$ cat config.mk
export PLATFORM = sky130hd
export DESIGN_NAME = ds_dram_master_flat
export DESIGN_NICKNAME = d
export VERILOG_FILES = /design/src/rtl/ds_dram_master_if.sv /design/src/rtl/ds_dram_master.sv /design/src/flat_wrapper.sv
export SDC_FILE = /design/constraint.sdc
export NUM_CORES = 1
export LEC_CHECK = 0
export ABC_CLOCK_PERIOD_IN_PS = 2870
export BUFFER_PORTS_ARGS = -buffer_cell sky130_fd_sc_hd__buf_2
export CAP_MARGIN = 40
export CORE_MARGIN = 2
export CORE_UTILIZATION = 25
export CTS_CLUSTER_SIZE = 25
export DETAILED_ROUTE_END_ITERATION = 16
export MAX_ROUTING_LAYER = met4
export PLACE_DENSITY = 0.44
export SLEW_MARGIN = 5
export SYNTH_ARGS = -nofsm -noshare
export SYNTH_HDL_FRONTEND = slang
export SYNTH_SLANG_ARGS = --single-unit
export TNS_END_PERCENT = 50
$ cat constraint.sdc
create_clock -name clk -period 2.87 [get_ports clk]
set_input_delay 0.287 -clock clk [delete_from_list [all_inputs] [get_ports clk]]
set_output_delay 0.287 -clock clk [all_outputs]
set_load 0.01 [all_outputs]
$ cat src/rtl/ds_dram_master_if.sv
// Data-memory port bundle between the downsampling master and the memory.
// Master drives address/strobes/handshake requests; slave returns read data and load/dump completion.
interface ds_dram_master_if;
    logic [15:0] dram_addr;
    logic        dram_read;
    logic        dram_write;
    logic [7:0]  dram_wdata;
    logic [7:0]  dram_rdata;
    logic        dram_rd_en;
    logic        dram_rd_done;
    logic        dram_wr_en;
    logic        dram_wr_done;

    modport master (
        output dram_addr, dram_read, dram_write, dram_wdata, dram_rd_en, dram_wr_en,
        input  dram_rdata, dram_rd_done, dram_wr_done
    );

    modport slave (
        input  dram_addr, dram_read, dram_write, dram_wdata, dram_rd_en, dram_wr_en,
        output dram_rdata, dram_rd_done, dram_wr_done
    );
endinterface

$ cat src/rtl/ds_dram_master.sv
// 2:1 image downsampler master: load handshake, 2x2 block average written in place, dump handshake.
// Optional build macro DS_ROUND_EN selects round-half-up averaging instead of truncation.
module ds_dram_master #(
    parameter int unsigned IMG_W    = 256,
    parameter int unsigned IMG_H    = 256,
    parameter logic [15:0] SRC_BASE = 16'h0000,
    parameter logic [15:0] DST_BASE = 16'h0000
) (
    input  logic               clk,
    input  logic               rst_n,
    input  logic               start_i,
    output logic               busy_o,
    output logic               done_o,
    ds_dram_master_if.master   dram
);
    localparam int unsigned HALF_W = IMG_W / 2;
    localparam int unsigned HALF_H = IMG_H / 2;
    localparam int unsigned CW     = $clog2(HALF_W + 1);
    localparam int unsigned RW     = $clog2(HALF_H + 1);
    localparam logic [15:0] W16    = 16'(IMG_W);
    localparam logic [15:0] ROW_STEP = 16'(2 * IMG_W);

    typedef enum logic [3:0] {
        S_IDLE, S_LOAD, S_R0, S_R1, S_R2, S_R3, S_ACC, S_WR, S_DUMP, S_FIN
    } state_e;

    state_e        state_q;
    logic          busy_q, done_q, first_q;
    logic [CW-1:0] col_q;
    logic [RW-1:0] row_q;
    logic [15:0]   row_base_q, src_q, dst_q;
    logic [9:0]    acc_q;
    logic [15:0]   addr_q;
    logic          read_q, write_q, rd_en_q, wr_en_q;
    logic [7:0]    wdata_q;

    logic [9:0]    acc_d;
    logic [7:0]    avg_d;
    logic [15:0]   row_base_d, src_d;
    logic          last_col, last_row;

    assign acc_d      = acc_q + 10'(dram.dram_rdata);
`ifdef DS_ROUND_EN
    logic [9:0] acc_rnd;
    assign acc_rnd    = acc_d + 10'd2;
    assign avg_d      = 8'(acc_rnd >> 2);
`else
    assign avg_d      = 8'(acc_d >> 2);
`endif
    assign last_col   = (col_q == CW'(HALF_W - 1));
    assign last_row   = (row_q == RW'(HALF_H - 1));
    assign row_base_d = row_base_q + ROW_STEP;
    // Source pointer for the block after the current one
    assign src_d      = last_col ? row_base_d : src_q + 16'd2;

    always_ff @(posedge clk or negedge rst_n) begin
        if (!rst_n) begin
            state_q    <= S_IDLE;
            busy_q     <= 1'b0;
            done_q     <= 1'b0;
            first_q    <= 1'b0;
            col_q      <= '0;
            row_q      <= '0;
            row_base_q <= '0;
            src_q      <= '0;
            dst_q      <= '0;
            acc_q      <= '0;
            addr_q     <= '0;
            read_q     <= 1'b0;
            write_q    <= 1'b0;
            wdata_q    <= '0;
            rd_en_q    <= 1'b0;
            wr_en_q    <= 1'b0;
        end else begin
            read_q  <= 1'b0;
            write_q <= 1'b0;
            case (state_q)
                S_IDLE: if (start_i) begin
                    state_q    <= S_LOAD;
                    busy_q     <= 1'b1;
                    done_q     <= 1'b0;
                    rd_en_q    <= 1'b1;
                    first_q    <= 1'b1;
                    col_q      <= '0;
                    row_q      <= '0;
                    row_base_q <= SRC_BASE;
                    src_q      <= SRC_BASE;
                    dst_q      <= DST_BASE;
                    acc_q      <= '0;
                end
                // The first LOAD cycle never samples, so a stale sticky done costs one cycle
                S_LOAD: begin
                    first_q <= 1'b0;
                    if (!first_q && dram.dram_rd_done) begin
                        rd_en_q <= 1'b0;
                        state_q <= S_R0;
                        read_q  <= 1'b1;
                        addr_q  <= src_q;
                    end
                end
                S_R0: begin
                    acc_q   <= '0;
                    state_q <= S_R1;
                    read_q  <= 1'b1;
                    addr_q  <= src_q + 16'd1;
                end
                S_R1: begin
                    acc_q   <= acc_d;
                    state_q <= S_R2;
                    read_q  <= 1'b1;
                    addr_q  <= src_q + W16;
                end
                S_R2: begin
                    acc_q   <= acc_d;
                    state_q <= S_R3;
                    read_q  <= 1'b1;
                    addr_q  <= src_q + W16 + 16'd1;
                end
                S_R3: begin
                    acc_q   <= acc_d;
                    state_q <= S_ACC;
                end
                // Last pixel arrives now; average the complete sum straight into the write data
                S_ACC: begin
                    acc_q   <= acc_d;
                    state_q <= S_WR;
                    write_q <= 1'b1;
                    addr_q  <= dst_q;
                    wdata_q <= avg_d;
                end
                S_WR: begin
                    dst_q <= dst_q + 16'd1;
                    src_q <= src_d;
                    if (last_col) begin
                        col_q      <= '0;
                        row_q      <= row_q + RW'(1);
                        row_base_q <= row_base_d;
                    end else begin
                        col_q <= col_q + CW'(1);
                    end
                    if (last_col && last_row) begin
                        state_q <= S_DUMP;
                        wr_en_q <= 1'b1;
                        first_q <= 1'b1;
                    end else begin
                        state_q <= S_R0;
                        read_q  <= 1'b1;
                        addr_q  <= src_d;
                    end
                end
                S_DUMP: begin
                    first_q <= 1'b0;
                    if (!first_q && dram.dram_wr_done) begin
                        wr_en_q <= 1'b0;
                        state_q <= S_FIN;
                        busy_q  <= 1'b0;
                        done_q  <= 1'b1;
                    end
                end
                S_FIN:   state_q <= S_IDLE;
                default: state_q <= S_IDLE;
            endcase
        end
    end

    assign busy_o          = busy_q;
    assign done_o          = done_q;
    assign dram.dram_addr  = addr_q;
    assign dram.dram_read  = read_q;
    assign dram.dram_write = write_q;
    assign dram.dram_wdata = wdata_q;
    assign dram.dram_rd_en = rd_en_q;
    assign dram.dram_wr_en = wr_en_q;
endmodule

$ cat src/flat_wrapper.sv
// flat-port wrapper written by rule: the top's interface ports become plain ports
module ds_dram_master_flat 
#(
    parameter int unsigned IMG_W    = 256,
    parameter int unsigned IMG_H    = 256,
    parameter logic [15:0] SRC_BASE = 16'h0000,
    parameter logic [15:0] DST_BASE = 16'h0000
)
  (clk, rst_n, start_i, busy_o, done_o, dram_dram_addr, dram_dram_read, dram_dram_write, dram_dram_wdata, dram_dram_rd_en, dram_dram_wr_en, dram_dram_rdata, dram_dram_rd_done, dram_dram_wr_done);
  ds_dram_master_if dram_i ();
  input  logic clk;
  input  logic rst_n;
  input  logic start_i;
  output logic busy_o;
  output logic done_o;
  output wire logic [$bits(dram_i.dram_addr)-1:0] dram_dram_addr;
  output wire logic [$bits(dram_i.dram_read)-1:0] dram_dram_read;
  output wire logic [$bits(dram_i.dram_write)-1:0] dram_dram_write;
  output wire logic [$bits(dram_i.dram_wdata)-1:0] dram_dram_wdata;
  output wire logic [$bits(dram_i.dram_rd_en)-1:0] dram_dram_rd_en;
  output wire logic [$bits(dram_i.dram_wr_en)-1:0] dram_dram_wr_en;
  input wire logic [$bits(dram_i.dram_rdata)-1:0] dram_dram_rdata;
  input wire logic [$bits(dram_i.dram_rd_done)-1:0] dram_dram_rd_done;
  input wire logic [$bits(dram_i.dram_wr_done)-1:0] dram_dram_wr_done;
  assign dram_dram_addr = dram_i.dram_addr;
  assign dram_dram_read = dram_i.dram_read;
  assign dram_dram_write = dram_i.dram_write;
  assign dram_dram_wdata = dram_i.dram_wdata;
  assign dram_dram_rd_en = dram_i.dram_rd_en;
  assign dram_dram_wr_en = dram_i.dram_wr_en;
  assign dram_i.dram_rdata = dram_dram_rdata;
  assign dram_i.dram_rd_done = dram_dram_rd_done;
  assign dram_i.dram_wr_done = dram_dram_wr_done;
  ds_dram_master #(.IMG_W(IMG_W), .IMG_H(IMG_H), .SRC_BASE(SRC_BASE), .DST_BASE(DST_BASE)) u_core (.clk(clk), .rst_n(rst_n), .start_i(start_i), .busy_o(busy_o), .done_o(done_o), .dram(dram_i));
endmodule
==> flow_summary.yaml, run 1 <==
outcome:
  outcome: "completed"
drt:
  viasPerCell: 5.010
  routed_wirelength_um: 18280
  first_pass_iters: 6
  ant_nets: 0
  drtIter0Drc: 360
  vias: 5341
  drc: 0
  wl_per_cell_um: 17.15
timing:
  setup_viol: 0
  skew_ns: 0.007104
  relSlewSlack_pct: 63.10
  final-hold-violation-count: 0
  fin_crit_ns: 2.573
  timing.final.crit_share_pct: 89.64
  max_clock_freq_mhz: 388.7
  tns_ns: 0
  final_max_slew_viol_count: 0
  tightest_slew_ns: 0.5534
  rsz0062_at_grt: "false"
setup_path:
  reg2reg_to: "u_core.dram.dram_addr[12]"
  cp.required_ns: 3.09
  cp_cell_sequence: "ha_1, nand3_1, nor4_1, xnor2_1, a2bb2oi_1, a2111oi_0, o22ai_1"
  critPathBufInv: 0
  critical_path_class: "reg -> reg"
  r2r_slack_ns: 0.30
  arrival_ns: 2.80
  path_max_fanout: 8
  crit_slowest_cell: "dfrtp_1"
  max_stage_delay_ns: 0.51
  worstSetupEndpointType: "flop"
  regToRegStartpoint: "u_core.src_q[9]"
  path_delay_family: "simple AND/OR/NAND/NOR gates"
  worst_r2r_path_depth: 7
  startpoint_type: "flop"
synth:
  synth.avg_cell_area_um2: 8.731
  synth_area_leaders: "dfrtp_1 41%, nand2_1 5.6%, o21ai_0 5.5%, xnor2_1 4.5%, nor2_1 3.3%"
  yosysTopAreaCell: "dfrtp_1"
  synth_flop_cell: "dfrtp_1"
  yosysSeqAreaShare_pct: 41.30
  netlist_area_um2: 6060
  ys_async_sr_fraction_pct: 100.0
  ys_warn_count: 0
  synth_top_area_share_pct: 41.30
  syn-num-nets: 723
  synth.distinct_cells: 67
  synth_edf_count: 0
  syn-instance-count: 694
  yosys.cell_count.top_type: "dfrtp_1"
  synth_commonest_cells: "100 x dfrtp_1, 91 x nand2_1, 66 x o21ai_0, 54 x nor2_1, 38 x a21oi_1"
  synth-seq-cells: 100
floorplan:
  fp.dieW_um: 159.7
  start_util_pct: 25.66
  coreArea_um2: 23610
  die_height_um: 159.7
  row_count: 56
  boundaryPins: 43
  die-area_um2: 25500
run:
  maxCapViolCount: 0
clock_network:
  h-tree-depth: 3
  cts-root-buf: "clkbuf_16"
  clk_path_buf_depth: 2
  cts_tree: "built"
  cts-buffers-inserted: 9
  cts_sinks: 100
  insertion_delay_ns: 0.36
  cts.reportedPaths.clkPinSlew_ns: 0.07
cells_and_area:
  diodes: 0
  multiInputGateArea_um2: 3347
  drive_gt1_share_pct: 14.32
  nets: 771
  regArea_um2: 2502
  area_growth_pct: 16.87
  final_area_um2: 7082
  fillers: 2525
worst_hold_path:
  hold_start: "dram_dram_rdata[0]"
  hp-class: "in -> reg"
  hold_end: "u_core.acc_q[0]"
  hold_depth: 3
grt:
  grt.total_usage_pct: 15.08
  grt_pass1_vias: 5069
  grt-ovfl-total: 0
  grt_pass1_wl_um: 29420
  antenna_found_initial: 0
  grt_max_degree: 63
power:
  power_density_nw_per_um2: 985.9
  ir_worst_vdd_v: 0.0002782
  cellLeakagePower_nw: 2.905
placed_design:
  portBuffers: 42
  dpl_cell_area_um2: 6785
  place_congestion: 0.8792
  dp_hpwl_um: 13140
-- kinds of logic (layout without fill, tap and decap cells) --
family | after synthesis | after routing | share of synthesized area (%)
buffers and inverters | 54 | 107 | 3.717
XOR/XNOR | 47 | 47 | 6.793
AND/OR/NAND/NOR | 266 | 266 | 21.54
flip-flops | 100 | 100 | 41.30
adder cells (fa/ha/maj) | 16 | 16 | 3.428
AO/OA/AOI/OAI | 200 | 200 | 21.31
multiplexers | 11 | 11 | 1.920
-- through the flow --
step	util, %	setup WS (ns)	cells	total power [mW]	hold slack, ns
floorplan	-	0.4662	694	4.533	-0.008591
global placement	28.74	0.2959	1049	5.794	0.3109
detailed placement	28.74	0.3154	1049	5.788	0.3194
CTS	29.99	0.2893	1066	7.077	0.2752
global route	29.99	0.09002	1066	7.555	0.2815
finish	29.99	0.2974	1066	6.982	0.2822
-- placed cells by master, fill, tap and decap left out, types with 4 or more instances in the layout --
cell / count
xor2_1: 16
a222oi_1: 4
o21a_1: 4
xnor2_1: 31
dfrtp_1: 100
nand4_1: 13
and3_1: 7
nor2_1: 54
nor4_1: 6
nor3_1: 17
nand2b_1: 4
mux2i_1: 6
buf_2: 41
nor2b_1: 4
or3_1: 6
a41oi_1: 5
clkbuf_16: 9
mux2_2: 5
a221oi_1: 4
a31oi_1: 11
a22o_1: 13
a22oi_1: 4
ha_1: 15
inv_1: 13
nand2_1: 91
o31ai_1: 9
buf_4: 35
o211ai_1: 7
a21oi_1: 38
o21ai_0: 66
nand3b_1: 7
nand3_1: 34
a21o_1: 7
-- power breakdown --
part	switching [mW]	internal [mW]	total, mW
combinational	1.98	1.36	3.34
sequential	0.500	1.89	2.39
clock	0.575	0.677	1.25
total	3.05	3.93	6.98
-- state kept, by name, indices dropped and copies added (netlist names), 7 cells and up --
name                    count
u_core.src_q               16
u_core.col_q                8
u_core.dst_q               16
u_core.dram.dram_addr      16
u_core.row_base_q           7
u_core.acc_q               10
u_core.dram.dram_wdata      8
u_core.row_q                8
-- area by class of cell --
cell class              count  area share (%)
well taps                 319           5.636
repair buffers             78           7.032
clock buffers              12           3.339
clock inverters             4          0.7067
multi-input cells         540           47.26
flip-flops and latches    100           35.34
inverters                  13          0.6890
-- routing by layer --
layer,track usage (%),share of wire (%),up-vias
li1,-,-,2621
met1,21.40,50,2584
met2,22.26,44,120
met3,2.364,4.0,16
met4,4.091,1.2,0
met5,-,0,-
-- what timing repair did --
action	CTS	global route
hold buffers	1	0
hold endpoints to repair	38	0
resized for setup	0	0
setup buffers	0	0
-- worst max path at each step --
| stage | from | cells after the start | slack [ns] | end |
|---|---|---|---|---|
| finish | u_core.src_q[9] | 7 | 0.30 | u_core.dram.dram_addr[12] |
| global route | u_core.src_q[9] | 7 | 0.09 | u_core.dram.dram_addr[12] |
| CTS | u_core.src_q[9] | 7 | 0.29 | u_core.dram.dram_addr[12] |
| detailed placement | u_core.src_q[9] | 7 | 0.32 | u_core.dram.dram_addr[12] |
| global placement | u_core.src_q[9] | 7 | 0.30 | u_core.dram.dram_addr[12] |
| floorplan | u_core.acc_q[0] | 8 | 0.47 | u_core.dram.dram_wdata[6] |
-- worst min-delay path: cells and delay by family --
kind	cells	cell delay, ns
buffers and inverters	1	0.08
AOI/OAI and AO/OA	1	0.12
adders and majority gates	1	0.12
No activity file was read; power rests on OpenSTA's default activity.
==> run 2, diff against run 1 <==
Settings changed: ABC_CLOCK_PERIOD_IN_PS 2870 to 2300, CORE_UTILIZATION 25 to 55, PLACE_DENSITY 0.44 to 0.81.
Clock period 2.87 ns to 2.3 ns, I/O delays scaled along.
==> flow_summary.yaml, run 2 (same netlist as run 1, synthesis figures left out) <==
cells_and_area:
  stdcell_count: 917
  final_cell_mix: "99 x dfrtp_1, 91 x nand2_1, 66 x o21ai_0"
  final_core_util_pct: 66.09
  diodes: 0
  final_area_um2: 7133
  layout_commonest_cell: "dfrtp_1"
  area_growth_pct: 17.72
  drive_gt1_share_pct: 20.33
  nets: 801
placed_design:
  dp_slack_ns: -0.1165
  portBuffers: 42
  dpl_cell_area_um2: 6790
  numPlacedInstances: 896
  place_congestion: 0.9699
  dp_hpwl_um: 12110
run:
  maxCapViolCount: 0
setup_path:
  crit_path_frequent_cell: "buf_4"
  max_stage_delay_ns: 0.44
  critical_path_class: "reg -> reg"
  critPathBufInv: 4
  cp.required_ns: 2.57
  arrival_ns: 2.51
  crit_slowest_cell: "a2111oi_1"
  reg2reg_to: "u_core.dram.dram_addr[12]"
  worstSetupEndpointType: "flop"
  startpoint_type: "flop"
  r2r_slack_ns: 0.05
  cp_cell_sequence: "buf_4, buf_4, nand4b_1, buf_4, a21oi_1, buf_12, a2bb2oi_1, a2111oi_1, o22ai_1"
  worst_r2r_path_depth: 9
  regToRegStartpoint: "u_core.state_q[0]"
  path_delay_family: "compound AO/OA/AOI/OAI gates"
  path_max_fanout: 15
outcome:
  outcome: "completed"
grt:
  grt_pass1_wl_um: 28280
  grt_pass1_vias: 5673
  grt-ovfl-total: 0
  grt.total_usage_pct: 31.88
  grt_max_degree: 56
  antenna_found_initial: 0
drt:
  routed_wirelength_um: 17160
  ant_nets: 0
  vias: 5748
  drc: 0
  wl_per_cell_um: 18.71
  drtIter0Drc: 444
  viasPerCell: 6.268
  first_pass_iters: 7
power:
  ir_worst_vdd_v: 0.001015
  cellLeakagePower_nw: 3.043
  power_density_nw_per_um2: 1222
  finalPower_mw: 8.714
clock_network:
  cts_sinks: 100
  cts_tree: "built"
  insertion_delay_ns: 0.40
  clk_path_buf_depth: 2
  h-tree-depth: 3
  cts.reportedPaths.clkPinSlew_ns: 0.10
  cts-root-buf: "clkbuf_8"
  cts-buffers-inserted: 9
floorplan:
  die_height_um: 109.0
  row_count: 38
  coreArea_um2: 10790
  start_util_pct: 56.14
  die-area_um2: 11870
  boundaryPins: 43
  fp.dieW_um: 109.0
timing:
  timing.final.crit_share_pct: 97.68
  skew_ns: 0.007610
  max_clock_freq_mhz: 445.1
  fin_crit_ns: 2.247
  tightest_slew_ns: 0.5892
  rsz0062_at_grt: "true"
  fin_hold_ws_ns: 0.2281
  final_max_slew_viol_count: 0
  setup_viol: 0
  relSlewSlack_pct: 60.72
  finalWorstSetupSlack_ns: 0.05347
  tns_ns: 0
  final-hold-violation-count: 0
worst_hold_path:
  hold_end: "u_core.acc_q[0]"
  hp-class: "in -> reg"
  hold_start: "dram_dram_rdata[0]"
  hold_depth: 3
[run 2: cell types whose count changed in the layout (fill, tap and decap cells not counted), sizes merged]
cell      before  now
buf           77  107
clkbuf        12   13
clkinvlp       2    1
[run 2: where the power goes]
part / total (mW) / switching [mW] / leakage [nW] / internal, mW
combinational: 4.61 / 2.65 / 1.64 / 1.96
clock: 1.18 / 0.640 / 0.0938 / 0.537
sequential: 2.93 / 0.563 / 1.31 / 2.36
total: 8.71 / 3.85 / 3.04 / 4.86
[run 2: area by class of cell]
class | count | area [µm²]
fillers | 895 | 3660
multi-input cells | 540 | 3462
flip-flops and latches | 100 | 2504
repair buffers | 108 | 748.2
well taps | 140 | 175.2
clock buffers | 13 | 148.9
inverters | 13 | 48.80
clock inverters | 3 | 46.29
[run 2: worst max-delay path by stage]
stage / cells after the start / to / slack, ns / from
after floorplan: 8 / u_core.dram.dram_addr[15] / 0.008 / u_core.state_q[1]
after global placement: 8 / u_core.dram.dram_wdata[6] / -0.02 / u_core.acc_q[0]
after detailed placement: 8 / u_core.dram.dram_wdata[6] / -0.12 / u_core.acc_q[0]
after CTS: 8 / u_core.dram.dram_wdata[6] / -0.04 / u_core.acc_q[0]
after global routing: 9 / u_core.dram.dram_addr[12] / -0.01 / u_core.state_q[0]
final: 9 / u_core.dram.dram_addr[12] / 0.05 / u_core.state_q[0]
[run 2: metal layers]
metal | GRT usage [%] | vias up | share of wire [%]
li1 | - | 2685 | -
met1 | 39.41 | 2792 | 41
met2 | 49.96 | 232 | 49
met3 | 7.651 | 39 | 6.9
met4 | 13.83 | 0 | 2.7
met5 | - | - | 0
[run 2: repair_timing]
action	in CTS	in global routing
hold buffers	1	0
resized for setup	2	23
buffers inserted	2	2
hold endpoints to repair	45	0
setup endpoints to repair	3	17
pin swaps	7	12
[run 2: worst register-to-register path, delay by kind of cell (launching register included)]
kind | cells | cell delay [ns]
DFF | 1 | 0.41
and+or+nand+nor | 1 | 0.18
buffers and inverters | 4 | 0.68
AOI/OAI and AO/OA | 4 | 0.85
==> run 3, diff against run 2 <==
Settings changed: ABC_CLOCK_PERIOD_IN_PS 2300 to 2000.
Clock period 2.3 ns to 2 ns, I/O delays scaled along.
==> flow_summary.yaml, run 3 (same netlist as run 1, synthesis figures left out) <==
outcome:
  outcome: "complete, but fails checks"
  violations: "negative setup slack"
timing:
  skew_ns: 0.009922
  timing.final.crit_share_pct: 117.0
  relSlewSlack_pct: 67.76
  final-hold-violation-count: 0
  fin_hold_ws_ns: 0.2142
  rsz0062_at_grt: "true"
  final_max_slew_viol_count: 0
  finalWorstSetupSlack_ns: -0.3396
  tightest_slew_ns: 0.4801
  setup_viol: 25
  max_clock_freq_mhz: 427.4
  fin_crit_ns: 2.340
clock_network:
  cts-root-buf: "clkbuf_8"
  cts.reportedPaths.clkPinSlew_ns: 0.10
  cts_sinks: 100
  cts-buffers-inserted: 9
  h-tree-depth: 3
  cts_tree: "built"
  clk_path_buf_depth: 2
  insertion_delay_ns: 0.39
cells_and_area:
  drive_gt1_share_pct: 31.04
  final_core_util_pct: 73.94
  layout_commonest_cell: "buf_4"
  final_cell_mix: "115 x buf_4, 100 x dfrtp_1, 86 x nand2_1"
  area_growth_pct: 31.70
  nets: 868
  diodes: 0
placed_design:
  dp_hpwl_um: 13440
  dp_slack_ns: -0.3191
  place_congestion: 0.9973
  portBuffers: 42
floorplan:
  boundaryPins: 43
  die_height_um: 109.0
  fp.dieW_um: 109.0
  die-area_um2: 11870
  start_util_pct: 56.14
  coreArea_um2: 10790
  row_count: 38
power:
  ir_worst_vdd_v: 0.001013
  power_density_nw_per_um2: 1422
  finalPower_mw: 11.34
  cellLeakagePower_nw: 3.489
drt:
  first_pass_iters: 6
  wl_per_cell_um: 19.70
  routed.top_layer: "met4"
  routed_wirelength_um: 19390
  wl_met2_um: 9509
  drc: 0
  vias: 6282
  drtIter0Drc: 551
  ant_nets: 0
  wl_met3_um: 1326
  wl_met1_um: 7928
  viasPerCell: 6.384
setup_path:
  r2r_slack_ns: -0.34
  worst_r2r_path_depth: 8
  endpoint: "u_core.dram.dram_wdata[6]"
  regToRegStartpoint: "u_core.acc_q[0]"
  startpoint: "u_core.acc_q[0]"
  cp.required_ns: 2.32
  critical_path_class: "reg -> reg"
  reg2reg_to: "u_core.dram.dram_wdata[6]"
  worstSetupEndpointType: "flop"
  arrival_ns: 2.66
  path_max_fanout: 2
  startpoint_type: "flop"
worst_hold_path:
  hp-class: "in -> reg"
  hold_start: "dram_dram_rdata[0]"
grt:
  grt.total_usage_pct: 33.16
  grt_pass1_wl_um: 29640
  grt_pass1_vias: 6037
  grt_max_degree: 38
  grt-ovfl-total: 0
  antenna_found_initial: 0
run:
  maxCapViolCount: 0
-- run 3: routing by layer --
layer	vias up	GRT usage (%)
li1	2822	-
met1	3071	42.98
met2	329	51.60
met3	60	4.842
met4	0	15.11
met5	-	-
-- run 3: power breakdown --
| group | switching, mW | internal [mW] |
|---|---|---|
| Clock | 0.804 | 0.599 |
| Combinational | 3.55 | 3.03 |
| Sequential | 0.643 | 2.72 |
-- run 3: metrics by stage --
stage | setup TNS (ns) | instances | area [µm²]
finish | -2.590 | 984 | 7980
global route | -5.702 | 984 | 7980
CTS | -1.372 | 973 | 7689
detailed placement | -2.415 | 951 | 7261
global placement | -1.140 | 951 | 7261
floorplan | -0.7751 | 694 | 6136
-- run 3: repair_timing --
action                                 in CTS  in global routing
setup endpoints to repair                  36                 53
buffers inserted                            5                 13
pin swaps                                  30                 28
gates resized for setup                    39                 54
hold buffers                                1                  0
endpoints found under the hold margin      32                  0
-- run 3: critical path: stages (launching register included) --
cell	delay (ns)
dfrtp_1	0.42
ha_4	0.17
fa_2	0.34
a21o_1	0.18
a21oi_2	0.21
o21bai_2	0.11
a31o_2	0.25
or4b_4	0.48
nand3b_1	0.10
-- run 3: layout make-up --
| class | instances | area, µm² |
|---|---|---|
| clock buffer | 9 | 123.9 |
| clock inverter | 7 | 81.33 |
| fill | 776 | 2813 |
| inverter | 13 | 52.55 |
| multi-input combinational | 540 | 3720 |
| sequential | 100 | 2502 |
| tap | 140 | 175.2 |
| timing repair buffer | 175 | 1325 |
-- run 3: worst min-delay path by stage --
stage | to | slack, ns | depth (start not counted)
2_1_floorplan | u_core.acc_q[0] | -0.1 | 0
3_5_place_dp | u_core.dram.dram_addr[9] | 0.18 | 1
6_report | u_core.acc_q[0] | 0.21 | 3
5_1_grt | u_core.acc_q[0] | 0.21 | 3
3_3_place_gp | u_core.dram.dram_addr[15] | 0.18 | 1
4_1_cts | u_core.acc_q[0] | 0.20 | 3
